[src/rtl/ac_ir_ctrl_if.sv]
// Bundles the controller's register-block strobes, status inputs and memory handshake.
// master: the accumulator/IR controller.  slave: register block + memory.
interface ac_ir_ctrl_if;
    logic [2:0]  opcode;
    logic        i_flag;
    logic        o_flag;
    logic [17:0] bus_in;
    logic        mem_ack;
    logic        read_inpr_en;
    logic        write_outr_en;
    logic        read_ac_en;
    logic        write_ac_en;
    logic        read_ir_en;
    logic        write_ir_en;
    logic        in_sel;
    logic        mem_req;
    logic        mem_we;
    logic [14:0] mem_addr;

    modport master (
        input  opcode, i_flag, o_flag, bus_in, mem_ack,
        output read_inpr_en, write_outr_en, read_ac_en, write_ac_en, read_ir_en, write_ir_en,
        output in_sel, mem_req, mem_we, mem_addr
    );

    modport slave (
        output opcode, i_flag, o_flag, bus_in, mem_ack,
        input  read_inpr_en, write_outr_en, read_ac_en, write_ac_en, read_ir_en, write_ir_en,
        input  in_sel, mem_req, mem_we, mem_addr
    );
endinterface

[src/rtl/ac_ir_ctrl.sv]
// Accumulator/IR sequencer: fetches 18-bit words {opcode[2:0], operand[14:0]} and drives the
// register-block strobes and memory handshake.  Optional I/O wait timeout is compiled in when
// AC_IR_CTRL_TIMEOUT_EN is defined; otherwise INW/OUTW wait indefinitely.
module ac_ir_ctrl #(
    parameter logic [14:0] PC_RESET   = 15'd0,
    parameter int unsigned IO_TIMEOUT = 255
) (
    input  logic         clk,
    input  logic         rst,
    ac_ir_ctrl_if.master bus,
    output logic [14:0]  o_pc,
    output logic         o_halted,
    output logic         o_timeout_err
);

    localparam logic [3:0] StFetch = 4'd0;
    localparam logic [3:0] StOpw1  = 4'd1;
    localparam logic [3:0] StOpw2  = 4'd2;
    localparam logic [3:0] StRdir  = 4'd3;
    localparam logic [3:0] StAddr  = 4'd4;
    localparam logic [3:0] StRdac  = 4'd5;
    localparam logic [3:0] StMemrd = 4'd6;
    localparam logic [3:0] StMemwr = 4'd7;
    localparam logic [3:0] StInw   = 4'd8;
    localparam logic [3:0] StInrd  = 4'd9;
    localparam logic [3:0] StInwr  = 4'd10;
    localparam logic [3:0] StOutw  = 4'd11;
    localparam logic [3:0] StOutrd = 4'd12;
    localparam logic [3:0] StOutwr = 4'd13;
    localparam logic [3:0] StHalt  = 4'd14;

    logic [3:0]  r_state, w_state_nxt;
    logic [14:0] r_pc, w_pc_nxt;
    logic [14:0] r_operand, w_operand_nxt;
    logic        w_unused_bus;

    // Opcode bits of bus_in arrive separately on the opcode port.
    assign w_unused_bus = ^bus.bus_in[17:15];

`ifdef AC_IR_CTRL_TIMEOUT_EN
    logic [31:0] r_tmo_cnt;
    logic        r_timeout_err;
    logic        w_tmo_hit;
    logic        w_io_wait;

    assign w_tmo_hit = (r_tmo_cnt == IO_TIMEOUT - 1);
    assign w_io_wait = ((r_state == StInw) && !bus.i_flag) || ((r_state == StOutw) && !bus.o_flag);

    // Wait-cycle counter and sticky timeout flag; counter clears whenever not waiting.
    always_ff @(posedge clk) begin
        if (rst) begin
            r_tmo_cnt     <= '0;
            r_timeout_err <= 1'b0;
        end else if (w_io_wait) begin
            if (w_tmo_hit) begin
                r_tmo_cnt     <= '0;
                r_timeout_err <= 1'b1;
            end else begin
                r_tmo_cnt <= r_tmo_cnt + 32'd1;
            end
        end else begin
            r_tmo_cnt <= '0;
        end
    end

    assign o_timeout_err = r_timeout_err;
`else
    logic w_unused_tmo;
    assign w_unused_tmo  = (IO_TIMEOUT != 0);
    assign o_timeout_err = 1'b0;
`endif

    // Sequencer state, program counter and operand latch.
    always_ff @(posedge clk) begin
        if (rst) begin
            r_state   <= StFetch;
            r_pc      <= PC_RESET;
            r_operand <= '0;
        end else begin
            r_state   <= w_state_nxt;
            r_pc      <= w_pc_nxt;
            r_operand <= w_operand_nxt;
        end
    end

    // Next-state, PC and operand update.
    always_comb begin
        w_state_nxt   = r_state;
        w_pc_nxt      = r_pc;
        w_operand_nxt = r_operand;
        case (r_state)
            StFetch: begin
                if (bus.mem_ack) begin
                    w_pc_nxt    = r_pc + 15'd1;
                    w_state_nxt = StOpw1;
                end
            end
            StOpw1: w_state_nxt = StOpw2;
            StOpw2: w_state_nxt = StRdir;
            StRdir: w_state_nxt = StAddr;
            StAddr: begin
                // bus_in holds the IR word read in StRdir
                w_operand_nxt = bus.bus_in[14:0];
                case (bus.opcode)
                    3'd1:    w_state_nxt = StMemrd;
                    3'd2:    w_state_nxt = StRdac;
                    3'd3:    w_state_nxt = StInw;
                    3'd4:    w_state_nxt = StOutw;
                    3'd5: begin
                        w_pc_nxt    = bus.bus_in[14:0];
                        w_state_nxt = StFetch;
                    end
                    3'd6:    w_state_nxt = StHalt;
                    default: w_state_nxt = StFetch;
                endcase
            end
            StRdac:  w_state_nxt = StMemwr;
            StMemrd: if (bus.mem_ack) w_state_nxt = StFetch;
            StMemwr: if (bus.mem_ack) w_state_nxt = StFetch;
            StInw: begin
                if (bus.i_flag) w_state_nxt = StInrd;
`ifdef AC_IR_CTRL_TIMEOUT_EN
                else if (w_tmo_hit) w_state_nxt = StFetch;
`endif
            end
            StInrd:  w_state_nxt = StInwr;
            StInwr:  w_state_nxt = StFetch;
            StOutw: begin
                if (bus.o_flag) w_state_nxt = StOutrd;
`ifdef AC_IR_CTRL_TIMEOUT_EN
                else if (w_tmo_hit) w_state_nxt = StFetch;
`endif
            end
            StOutrd: w_state_nxt = StOutwr;
            StOutwr: w_state_nxt = StFetch;
            StHalt:  w_state_nxt = StHalt;
            default: w_state_nxt = StFetch;
        endcase
    end

    // Strobe and memory decode; everything is forced low during the reset cycle.
    always_comb begin
        bus.read_inpr_en  = 1'b0;
        bus.write_outr_en = 1'b0;
        bus.read_ac_en    = 1'b0;
        bus.write_ac_en   = 1'b0;
        bus.read_ir_en    = 1'b0;
        bus.write_ir_en   = 1'b0;
        bus.in_sel        = 1'b0;
        bus.mem_req       = 1'b0;
        bus.mem_we        = 1'b0;
        bus.mem_addr      = '0;
        if (!rst) begin
            case (r_state)
                StFetch: begin
                    bus.mem_req     = 1'b1;
                    bus.mem_addr    = r_pc;
                    bus.write_ir_en = bus.mem_ack;
                end
                StRdir:  bus.read_ir_en = 1'b1;
                StRdac:  bus.read_ac_en = 1'b1;
                StMemrd: begin
                    bus.mem_req     = 1'b1;
                    bus.mem_addr    = r_operand;
                    bus.write_ac_en = bus.mem_ack;
                end
                StMemwr: begin
                    bus.mem_req  = 1'b1;
                    bus.mem_we   = 1'b1;
                    bus.mem_addr = r_operand;
                end
                StInrd:  bus.read_inpr_en = 1'b1;
                StInwr: begin
                    bus.write_ac_en = 1'b1;
                    bus.in_sel      = 1'b1;
                end
                StOutrd: bus.read_ac_en = 1'b1;
                StOutwr: begin
                    bus.write_outr_en = 1'b1;
                    bus.in_sel        = 1'b1;
                end
                default: ;
            endcase
        end
    end

    assign o_pc     = r_pc;
    assign o_halted = (r_state == StHalt);

endmodule

[src/flat_wrapper.sv]
// flat-port wrapper written by rule: the top's interface ports become plain ports
module ac_ir_ctrl_flat 
#(
    parameter logic [14:0] PC_RESET   = 15'd0,
    parameter int unsigned IO_TIMEOUT = 255
)
  (clk, rst, o_pc, o_halted, o_timeout_err, bus_opcode, bus_i_flag, bus_o_flag, bus_bus_in, bus_mem_ack, bus_read_inpr_en, bus_write_outr_en, bus_read_ac_en, bus_write_ac_en, bus_read_ir_en, bus_write_ir_en, bus_in_sel, bus_mem_req, bus_mem_we, bus_mem_addr);
  ac_ir_ctrl_if bus_i ();
  input  logic clk;
  input  logic rst;
  output logic [14:0] o_pc;
  output logic o_halted;
  output logic o_timeout_err;
  input wire logic [$bits(bus_i.opcode)-1:0] bus_opcode;
  input wire logic [$bits(bus_i.i_flag)-1:0] bus_i_flag;
  input wire logic [$bits(bus_i.o_flag)-1:0] bus_o_flag;
  input wire logic [$bits(bus_i.bus_in)-1:0] bus_bus_in;
  input wire logic [$bits(bus_i.mem_ack)-1:0] bus_mem_ack;
  output wire logic [$bits(bus_i.read_inpr_en)-1:0] bus_read_inpr_en;
  output wire logic [$bits(bus_i.write_outr_en)-1:0] bus_write_outr_en;
  output wire logic [$bits(bus_i.read_ac_en)-1:0] bus_read_ac_en;
  output wire logic [$bits(bus_i.write_ac_en)-1:0] bus_write_ac_en;
  output wire logic [$bits(bus_i.read_ir_en)-1:0] bus_read_ir_en;
  output wire logic [$bits(bus_i.write_ir_en)-1:0] bus_write_ir_en;
  output wire logic [$bits(bus_i.in_sel)-1:0] bus_in_sel;
  output wire logic [$bits(bus_i.mem_req)-1:0] bus_mem_req;
  output wire logic [$bits(bus_i.mem_we)-1:0] bus_mem_we;
  output wire logic [$bits(bus_i.mem_addr)-1:0] bus_mem_addr;
  assign bus_i.opcode = bus_opcode;
  assign bus_i.i_flag = bus_i_flag;
  assign bus_i.o_flag = bus_o_flag;
  assign bus_i.bus_in = bus_bus_in;
  assign bus_i.mem_ack = bus_mem_ack;
  assign bus_read_inpr_en = bus_i.read_inpr_en;
  assign bus_write_outr_en = bus_i.write_outr_en;
  assign bus_read_ac_en = bus_i.read_ac_en;
  assign bus_write_ac_en = bus_i.write_ac_en;
  assign bus_read_ir_en = bus_i.read_ir_en;
  assign bus_write_ir_en = bus_i.write_ir_en;
  assign bus_in_sel = bus_i.in_sel;
  assign bus_mem_req = bus_i.mem_req;
  assign bus_mem_we = bus_i.mem_we;
  assign bus_mem_addr = bus_i.mem_addr;
  ac_ir_ctrl #(.PC_RESET(PC_RESET), .IO_TIMEOUT(IO_TIMEOUT)) u_core (.clk(clk), .rst(rst), .bus(bus_i), .o_pc(o_pc), .o_halted(o_halted), .o_timeout_err(o_timeout_err));
endmodule
[config.mk]
export PLATFORM = sky130hd
export DESIGN_NAME = ac_ir_ctrl_flat
export DESIGN_NICKNAME = d
export VERILOG_FILES = /design/src/rtl/ac_ir_ctrl_if.sv /design/src/rtl/ac_ir_ctrl.sv /design/src/flat_wrapper.sv
export SDC_FILE = /design/constraint.sdc
export NUM_CORES = 1
export LEC_CHECK = 0
export CAP_MARGIN = 30
export CORE_MARGIN = 4
export CORE_UTILIZATION = 33
export DETAILED_ROUTE_END_ITERATION = 16
export HOLD_SLACK_MARGIN = 0.1
export PLACE_DENSITY = 0.68
export REMOVE_ABC_BUFFERS = 1
export SLEW_MARGIN = 15
export SYNTH_ARGS = -nofsm -noshare
export SYNTH_HDL_FRONTEND = slang
export SYNTH_SLANG_ARGS = --single-unit
[constraint.sdc]
create_clock -name clk -period 3 [get_ports clk]
set_clock_uncertainty 0.1 [all_clocks]
set_input_delay 0.6 -clock clk [delete_from_list [all_inputs] [get_ports clk]]
set_output_delay 0.6 -clock clk [all_outputs]
set_load 0.03 [all_outputs]
### Yosys cells after proc, flatten, opt, wreduce, memory -nomap -nowiden

Cells that the tools add are included.

| storage, ports and cells | value |
|---|---|
| word-level logic and storage cells | 66 |
| register bits | 34 |
| input port bits | 26 |
| output and inout port bits | 41 |

| operators by class | value |
|---|---|
| add/subtract/negate cells | 1 |
| equality and inequality tests | 25 |
| reduce and logical (&&, ||, !) cells | 8 |
| multiplexer cells | 29 |

Operators with widths:

| operator | number |
|---|---|
| one-hot mux 15 bit (2 select lines) | 2 |
| one-hot mux 4 bit (12 select lines) | 1 |
| two-way mux 15 bit | 3 |
| equality test 4 bit, second input constant | 7 |
| one-hot mux 4 bit (5 select lines) | 1 |
| two-way mux 1 bit | 17 |
| equality test 4 x 3 -> 1 bit, second input constant | 4 |
| two-way mux 4 bit | 4 |
| adder 15 x 1 -> 15 bit, second input constant | 1 |
| equality test 3 bit, second input constant | 3 |
| equality test 4 x 2 -> 1 bit, second input constant | 2 |
| != test 2 bit, second input constant | 4 |
| equality test 3 x 2 -> 1 bit, second input constant | 2 |
| OR reduction 2 bit | 3 |
| equality test 4 x 1 -> 1 bit, second input constant | 1 |
| zero test 4 bit | 1 |
| AND reduction 4 bit | 1 |
| equality test 3 x 1 -> 1 bit, second input constant | 1 |
| AND reduction 3 bit | 1 |
| OR reduction 3 bit | 1 |
| != test 2 x 1 -> 1 bit, second input constant | 1 |
| one-hot mux 1 bit (2 select lines) | 1 |
| nonzero test 2 bit | 1 |

### Longest topological paths before layout

Gate-level depths: netlist (run 1).

| depth | value |
|---|---|
| depth in word-level cells | 4 |
| gate-level depth with buffers | 8 |
| gate-level depth less buffers | 6 |

### Worst setup path before layout (run 1)

No wires, ideal clock.

| timing path | value |
|---|---|
| path type | register to output |
| start point | register u_core.r_state[0] |
| end point | output bus_mem_addr[7] |
| buffers on the path | 3 |
| data required time | 2.300 ns |
| arrival | 1.865 ns |
| stages on the path, launching flop included | 7 |
| slack | 0.435 ns |
| path through | dfxtp_1 buf_6 nor4_1 buf_2 buf_1 a22oi_1 nor2_1 |

| on the way | value |
|---|---|
| longest elaborated chain between the ends | 4 |
| elaborated cells on any way between the ends | 6 |
| classes of those cells | 2 x eq/ne; 2 x mux; 2 x reduce/logical |

RTL lines:

| what | RTL line | text |
|---|---|---|
| from (decl) | ac_ir_ctrl.sv:32 | `logic [3:0] r_state, w_state_nxt;` |
| from (signal assigned) | ac_ir_ctrl.sv:76 | `r_state <= StFetch;` |
| from (signal assigned) | ac_ir_ctrl.sv:80 | `r_state <= w_state_nxt;` |
| equality test 4 x 3 -> 1 bit | ac_ir_ctrl.sv:154 | `case (r_state)` |
| OR reduction 2 bit (no line) | n/a |  |
| one-hot mux 15 bit (2 select lines) (*) | ac_ir_ctrl.sv:154 |  |
| two-way mux 15 bit (*) | ac_ir_ctrl.sv:153 | `if (!rst) begin` |
| to (decl) | flat_wrapper.sv:28 | `output wire logic [$bits(bus_i.mem_addr)-1:0] bus_mem_addr;` |

Every way passes the cells marked *; elsewhere a longest branch is shown, timed or not.

### Worst setup path after layout (run 1)

| timing path | value |
|---|---|
| start point | register u_core.r_state[1] |
| end point | output bus_mem_addr[6] |

Same word-level chain as after synthesis.

==> results of run 1 <==
## routing by layer
metal  vias up  share of wire [%]
li1       1152                  -
met1      1064                 46
met2        55                 47
met5         -                  0
met3         7                5.7
met4         0                1.4
## per-stage QoR
step | std cells | setup TNS, ns | power [mW] | hold slack (ns)
2_1_floorplan | 263 | -9.57 | 0.954 | 0.330
3_3_place_gp | 414 | 0 | 1.27 | 0.341
3_5_place_dp | 414 | 0 | 1.28 | 0.346
4_1_cts | 421 | 0 | 1.59 | 0.355
5_1_grt | 421 | 0 | 1.68 | 0.375
6_report | 421 | 0 | 1.58 | 0.354
## state kept, by name (all words and copies together) (netlist names)
name and flops:
u_core.r_state 4, u_core.o_pc 15, u_core.r_operand 15
## placed cells by master (no fill, tap or decap), types with 4 or more instances in the layout
master           netlist  routed
clkdlybuf4s50_1        0      48
nand2_1               46      46
a21oi_1               38      38
dfxtp_1               34      34
nor2_1                31      31
o21ai_0               16      16
a22oi_1               15      15
buf_4                  2      14
dlymetal6s2s_1         0      13
nand3_1                8       8
nor3_1                 7       7
nand2b_1               6       6
and3_1                 6       6
o31ai_1                6       6
clkbuf_8               0       5
nand3b_1               4       4
a32o_1                 4       4
## cells in the mapped netlist (2+ instances only)
master	number	area share, %
nand3b_1	4	1.4
nand2_1	46	8.3
buf_6	3	1.6
dfxtp_1	34	33
o31ai_1	6	2.2
buf_2	2	0.48
nand4_1	3	0.90
o21ai_0	16	3.8
nand3_1	8	1.9
a21oi_1	38	9.1
nor2b_1	2	0.60
nand2b_1	6	1.8
a32o_1	4	1.9
and3_1	6	1.8
nor2_1	31	5.6
and4_1	3	1.3
a22oi_1	15	5.4
nor3_1	7	1.7
clkbuf_1	14	2.5
or3_1	3	0.90
buf_4	2	0.72
inv_1	3	0.54
## area by class of cell
cell class                      instances  area [um2]  share of cell area, %
Multi-Input combinational cell        225        1290                   44.3
Tap cell                               75        93.8                   3.23
Inverter                                4        15.0                  0.516
Sequential cell                        34         681                   23.4
Clock buffer                            7        76.3                   2.62
Timing Repair Buffer                   76         753                   25.9
## worst min-delay path by stage
stage | from | slack, ns | cells after the start | endpoint
2_1_floorplan | u_core.r_operand[0] | 0.33 | 2 | u_core.r_operand[0]
3_3_place_gp | u_core.r_operand[10] | 0.34 | 2 | u_core.r_operand[10]
3_5_place_dp | u_core.r_operand[4] | 0.35 | 2 | u_core.r_operand[4]
4_1_cts | u_core.r_operand[4] | 0.35 | 2 | u_core.r_operand[4]
5_1_grt | u_core.r_operand[3] | 0.38 | 2 | u_core.r_operand[3]
6_report | u_core.r_operand[4] | 0.35 | 2 | u_core.r_operand[4]
## power groups by stage
stage | clock (mW) | sequential (mW) | combinational, mW
detailed placement | 0 | 0.535 | 0.740
global route | 0.336 | 0.533 | 0.809
finish | 0.309 | 0.527 | 0.741
floorplan | 0 | 0.599 | 0.355
CTS | 0.318 | 0.527 | 0.743
global placement | 0 | 0.535 | 0.734
## logic make-up after synthesis
| family | count (synthesis) | share of synthesized area, % |
|---|---|---|
| compound gates | 94 | 29.4 |
| fa+ha+maj | 1 | 0.601 |
| flops | 34 | 32.7 |
| buf+inv | 26 | 6.25 |
| simple gates | 126 | 29.6 |
| other cells | 1 | 0.180 |
| mux | 1 | 0.480 |
| xor+xnor | 2 | 0.841 |
## critical path: cells and delay by family (launching register included)
family | cells | cell delay (ns)
AOI/OAI and AO/OA | 1 | 0.09
DFF | 1 | 0.31
and+or+nand+nor | 2 | 0.40
buffers and inverters | 3 | 1.09
## what timing repair did
| action | in CTS | in global routing |
|---|---|---|
| gates resized for setup | 1 | 13 |
| pin swaps | 0 | 0 |
| endpoints found under the setup margin | 4 | 13 |
==> summary.md, run 1 <==
| Metric | Value |
|---|---|
| Slowest-stage cell, CP | clkdlybuf4s50_1 |
| Pleak | 1.19 nW |
| Met3 Use GR | 3.03% |
| Min Tclk post-route | 2.87 ns |
| Remaining DRCs | 0 |
| Sequential share of power | 33.4% |
| Met1 GRT Util | 21.9% |
| Setup Buffers After CTS | 0 |
| Setup CP Type | flop to primary output |
| Ant diodes | 0 |
| Unrepaired setup endpoints after global routing | false |
| Post-DR vias/cell | 5.41 |
| DRT antenna net count | 0 |
| Endpoints failing setup | 0 |
| Synthesized area per cell | 7.31 um2 |
| Max Root-Sink Buffers | 2 |
| Initial antenna violation count | 0 |
| Final max-slew violation count | 0 |
| Num CTS Buffers | 5 |
| Die Height | 87.5 um |
| Fin area | 0.00291 mm2 |
| Busiest grt layer | met2 |
| IO buf count | 62 |
| Post-CTS Hold Buffers | 0 |
| Internal power | 0.940 mW |
| Largest net degree at the start of global routing | 29 |
| Hold Vio Cnt, Final | 0 |
| DR vias | 2278 |
| Final #Nets | 373 |
| Register bit count reported by yosys | 34 |
| Crit path from | u_core.r_state[1] |
| Origin of the critical flop-to-flop path | u_core.r_state[0] |
| FP Rows | 28 |
| H-tree lvl count | 2 |
| CP Launch Type | flop |
| Layout cells sized above 1 | 8.38% |
| Switch share | 40.4% |
| Register-to-Register Path Depth | 6 |
| Peak Freq | 349 MHz |
| Worst slack at placement | 0.167 ns |
| Pwr Density | 543 mW/mm2 |
| Later-pin clock latency in the skew report | 0.28 ns |
| Peak VDD IR | 0.379 mV |
| Post-detail-place hpwl | 4510 um |
| Max Fanout on Critical Path | 14 |
| Mapped Cells | 285 |
| Register area share after synthesis | 32.7% |
| Starting DRT DRC Count | 160 |
| WP data arrival | 2.17 ns |
| Slowest cell delay on critical path | 0.68 ns |
| Tcrit/Tclk final | 95.5% |
| DP Area | 0.00280 mm2 |
| Core area | 0.00603 mm2 |
| Most frequent CP cell | buf_4 |
| Sw power | 0.637 mW |
| Fillers | 641 |
| Status | finished clean |
| Yosys warnings | 0 |
| Reg-to-reg setup timing slack | 0.52 ns |
| First-pass GRT wire length | 10200 um |
| Max Cap Viol | 0 |
| DR WL/cell | 14.8 um |
| EDFF count, synth | 0 |
| Post-layout util | 48.3% |
| Clk root buf | clkbuf_8 |
| Critical Path End | bus_mem_addr[6] |
| CTS tree | built |
| Clock transition at path regs | 0.07 ns |
| CP Capture Type | primary output |
| Cells along the critical path | buf_4 -> nor4_2 -> buf_4 -> a22oi_1 -> nor2_1 -> clkdlybuf4s50_1 |
| Starting density of the core | 34.6% |
| Sink Count | 34 |
| Tightest Pin Transition | 0.724 ns |
| Worst EP required | 2.30 ns |
| Gr ovfl total | 0 |
| Ports | 67 |
| Layout area overhead | 39.6% |
| Worst relative slew slack | 51.1% |
| TritonRoute pass-1 iters | 4 |
| Vias in the first global route | 2150 |
| Synth cell types | 51 |
| Syn Std Cell Area | 0.00208 mm2 |
| Final setup margin | 0.135 ns |
| Synth async-reset ratio | 0% |
| Reg2reg end | u_core.o_pc[1] |
| All-Layer GR Usage | 16.6% |
| Min-delay worst type | flop to flop |
| Logic pwr share | 47.0% |
| Die Area | 0.00765 mm2 |
| Total wire length | 6210 um |
| Clock power share | 19.6% |
| Met2 Use GR | 26.8% |
| Routability cong. | 0.848 |
| Synth Flop Type | dfxtp_1 |
| Die Span X | 87.5 um |
Power figures use the tool's default switching activity.
==> inputs of run 2 (changes only) <==
CORE_MARGIN = 2   (was 4)
==> run 2 against run 1 <==
Critical path depth down 2. Largest power group unchanged. Power is 0.44% lower. Routed wire length rose by 1.8%. Global-route usage increased by 2.3 points. Die area is 8.9% lower. Non-clock buffer count decreased by 3. Worst setup slack better by 0.0063 ns. First-iteration DRC count grew 23%.
==> summary.md, run 2 (synthesis gave the netlist of run 1 again) <==
| Metric | Value |
|---|---|
| Status | finished clean (unchanged) |
| Endpoints failing setup | 0 (unchanged) |
| Worst EP required | 2.30 ns (about the same) |
| Register-to-Register Path Depth | 6 (unchanged) |
| Cells along the critical path | clkdlybuf4s50_1 -> nand2_1 -> a211oi_1 -> clkdlybuf4s50_1 (was buf_4 -> nor4_2 -> buf_4 -> a22oi_1 -> nor2_1 -> clkdlybuf4s50_1) |
| Remaining DRCs | 0 (unchanged) |
| Reg-to-reg setup timing slack | 0.75 ns (was 0.52 ns) |
| Pleak | 0.956 nW (was 1.19 nW) |
| Die Area | 0.00696 mm2 (was 0.00765 mm2) |
| Total wire length | 6320 um (was 6210 um) |
| IO buf count | 62 (unchanged) |
| Final setup margin | 0.141 ns (was 0.135 ns) |
| Ports | 67 (unchanged) |
| Max Fanout on Critical Path | 3 (was 14) |
| Layout cells sized above 1 | 7.58% (was 8.38%) |
| Die Height | 83.5 um (was 87.5 um) |
| DP Area | 0.00278 mm2 (was 0.00280 mm2) |
| Commonest non-fill, non-tap cell in the layout | clkdlybuf4s50_1 (unchanged) |
| Sw power | 0.644 mW (was 0.637 mW) |
| WHS Path Cells | 2 (unchanged) |
| Peak VDD IR | 0.456 mV (was 0.379 mV) |
| DRT antenna net count | 0 (unchanged) |
| Hold Vio Cnt, Final | 0 (unchanged) |
| Post-layout util | 47.5% (was 48.3%) |
| FP Rows | 28 (unchanged) |
| Hold path endpoint | u_core.r_operand[14] (was u_core.r_operand[4]) |
| Largest net degree at the start of global routing | 31 (was 29) |
| Fillers | 634 (was 641) |
| Starting DRT DRC Count | 196 (was 160) |
| Ant diodes | 0 (unchanged) |
| All-Layer GR Usage | 18.9% (was 16.6%) |
| Post-detail-place hpwl | 4390 um (was 4510 um) |
| Switch share | 41.0% (was 40.4%) |
| DR WL/cell | 15.1 um (was 14.8 um) |
| Final max-slew violation count | 0 (unchanged) |
| Logic pwr share | 45.8% (was 47.0%) |
| Max Cap Viol | 0 (unchanged) |
| Layout area overhead | 37.4% (was 39.6%) |
| Tightest Pin Transition | 0.802 ns (was 0.724 ns) |
| Post-DR vias/cell | 5.60 (was 5.41) |
| Clock power share | 20.1% (was 19.6%) |
| Clk root buf | clkbuf_8 (unchanged) |
| Fin area | 0.00286 mm2 (was 0.00291 mm2) |
| First-pass GRT wire length | 10900 um (was 10200 um) |
| Pwr Density | 549 mW/mm2 (was 543 mW/mm2) |
| WP data arrival | 2.16 ns (was 2.17 ns) |
| CTS tree | built (unchanged) |
| Routability cong. | 0.896 (was 0.848) |
| Sequential share of power | 34.1% (was 33.4%) |
| Num CTS Buffers | 5 (unchanged) |
| Unrepaired setup endpoints after global routing | false (unchanged) |
| Tcrit/Tclk final | 95.3% (was 95.5%) |
| Vias in the first global route | 2275 (was 2150) |
| Worst relative slew slack | 45.9% (was 51.1%) |
| Min Tclk post-route | 2.86 ns (was 2.87 ns) |
| CP bufs+invs | 2 (was 3) |
| DR vias | 2341 (was 2278) |
| Final #Nets | 370 (was 373) |
| Internal power | 0.927 mW (was 0.940 mW) |
| Hold_ws | 0.354 ns (about the same) |
| Peak Freq | 350 MHz (was 349 MHz) |
| CP Capture Type | primary output (unchanged) |
| Setup Buffers After CTS | 0 (unchanged) |
| Most frequent CP cell | clkdlybuf4s50_1 (was buf_4) |
| Min-delay worst type | flop to flop (unchanged) |
| Die Span X | 83.5 um (was 87.5 um) |
| Sink Count | 34 (unchanged) |
| Worst min-delay path startpoint | u_core.r_operand[14] (was u_core.r_operand[4]) |
| Clock transition at path regs | 0.06 ns (was 0.07 ns) |
| Reg2reg end | u_core.o_pc[10] (was u_core.o_pc[1]) |
| Later-pin clock latency in the skew report | 0.28 ns (about the same) |
| Core area | 0.00603 mm2 (unchanged) |
| Starting density of the core | 34.6% (unchanged) |
| Initial antenna violation count | 0 (unchanged) |
| Slowest-stage cell, CP | clkdlybuf4s50_1 (unchanged) |
| H-tree lvl count | 2 (unchanged) |
| Setup CP Type | input pin to primary output (was flop to primary output) |
| CP Launch Type | input pin (was flop) |
| Origin of the critical flop-to-flop path | u_core.r_state[0] (unchanged) |
| Most frequent cells in the layout | clkdlybuf4s50_1, nand2_1, a21oi_1 (unchanged) |
| Slowest cell delay on critical path | 0.71 ns (was 0.68 ns) |
| Max Root-Sink Buffers | 2 (unchanged) |
| TritonRoute pass-1 iters | 5 (was 4) |
| Worst slack at placement | 0.116 ns (was 0.167 ns) |
| Gr ovfl total | 0 (unchanged) |
| CP delay by family, top | buffers and inverters (unchanged) |
[run 2: stage by stage]
stage | power, mW | instances | setup TNS (ns)
after floorplan | 0.954 | 263 | -9.57
after global placement | 1.24 | 411 | 0
after detailed placement | 1.26 | 411 | 0
after CTS | 1.57 | 418 | 0
after global routing | 1.67 | 418 | 0
final | 1.57 | 418 | 0
[run 2: layout make-up]
class / count / area, um2 / share of cell area [%]
clock buffer: 7 / 76.3 / 2.67
multi-input combinational: 225 / 1290 / 45.1
sequential: 34 / 681 / 23.8
inverter: 4 / 15.0 / 0.525
timing repair buffer: 73 / 704 / 24.6
tap: 75 / 93.8 / 3.28
[run 2: how the worst max path moves through the flow]
| stage | end | from | slack (ns) | depth (start not counted) |
|---|---|---|---|---|
| 4_1_cts | bus_write_ir_en | u_core.r_state[1] | 0.04 | 5 |
| 3_5_place_dp | bus_mem_addr[4] | u_core.r_state[1] | 0.12 | 4 |
| 5_1_grt | bus_mem_addr[4] | u_core.r_state[3] | 0.03 | 6 |
| 2_1_floorplan | bus_write_ir_en | u_core.r_state[0] | -0.59 | 3 |
| 3_3_place_gp | bus_write_ac_en | bus_mem_ack | 0.15 | 4 |
| 6_report | bus_write_ac_en | bus_mem_ack | 0.14 | 4 |
[run 2: power groups by stage]
stage               logic (mW)  clock network [mW]  registers (mW)
CTS                      0.714               0.321           0.534
global route             0.789               0.339           0.542
finish                   0.720               0.315           0.536
detailed placement       0.712                   0           0.544
floorplan                0.355                   0           0.599
global placement         0.697                   0           0.542
[run 2: worst reg2reg max path, delay by kind of cell, from the launching register on]
| kind | cells | cell delay, ns |
|---|---|---|
| AOI/OAI and AO/OA | 3 | 0.57 |
| DFF | 1 | 0.32 |
| and+or+nand+nor | 1 | 0.74 |
| buffers and inverters | 2 | 0.41 |
[run 2: routing by layer]
layer  vias to the layer above  GRT usage, %  wire length [um]
met3                         5          2.97               308
met2                        71          32.1              3090
met4                         0          5.57                66
li1                       1148             -                 -
met5                         -             0                 0
met1                      1117          24.8              2850
[run 2: what timing repair did]
| action | in CTS | in global routing |
|---|---|---|
| hold endpoints to repair | 0 | 0 |
| endpoints found under the setup margin | 17 | 13 |
| resized for setup | 1 | 3 |
| hold buffers | 0 | 0 |
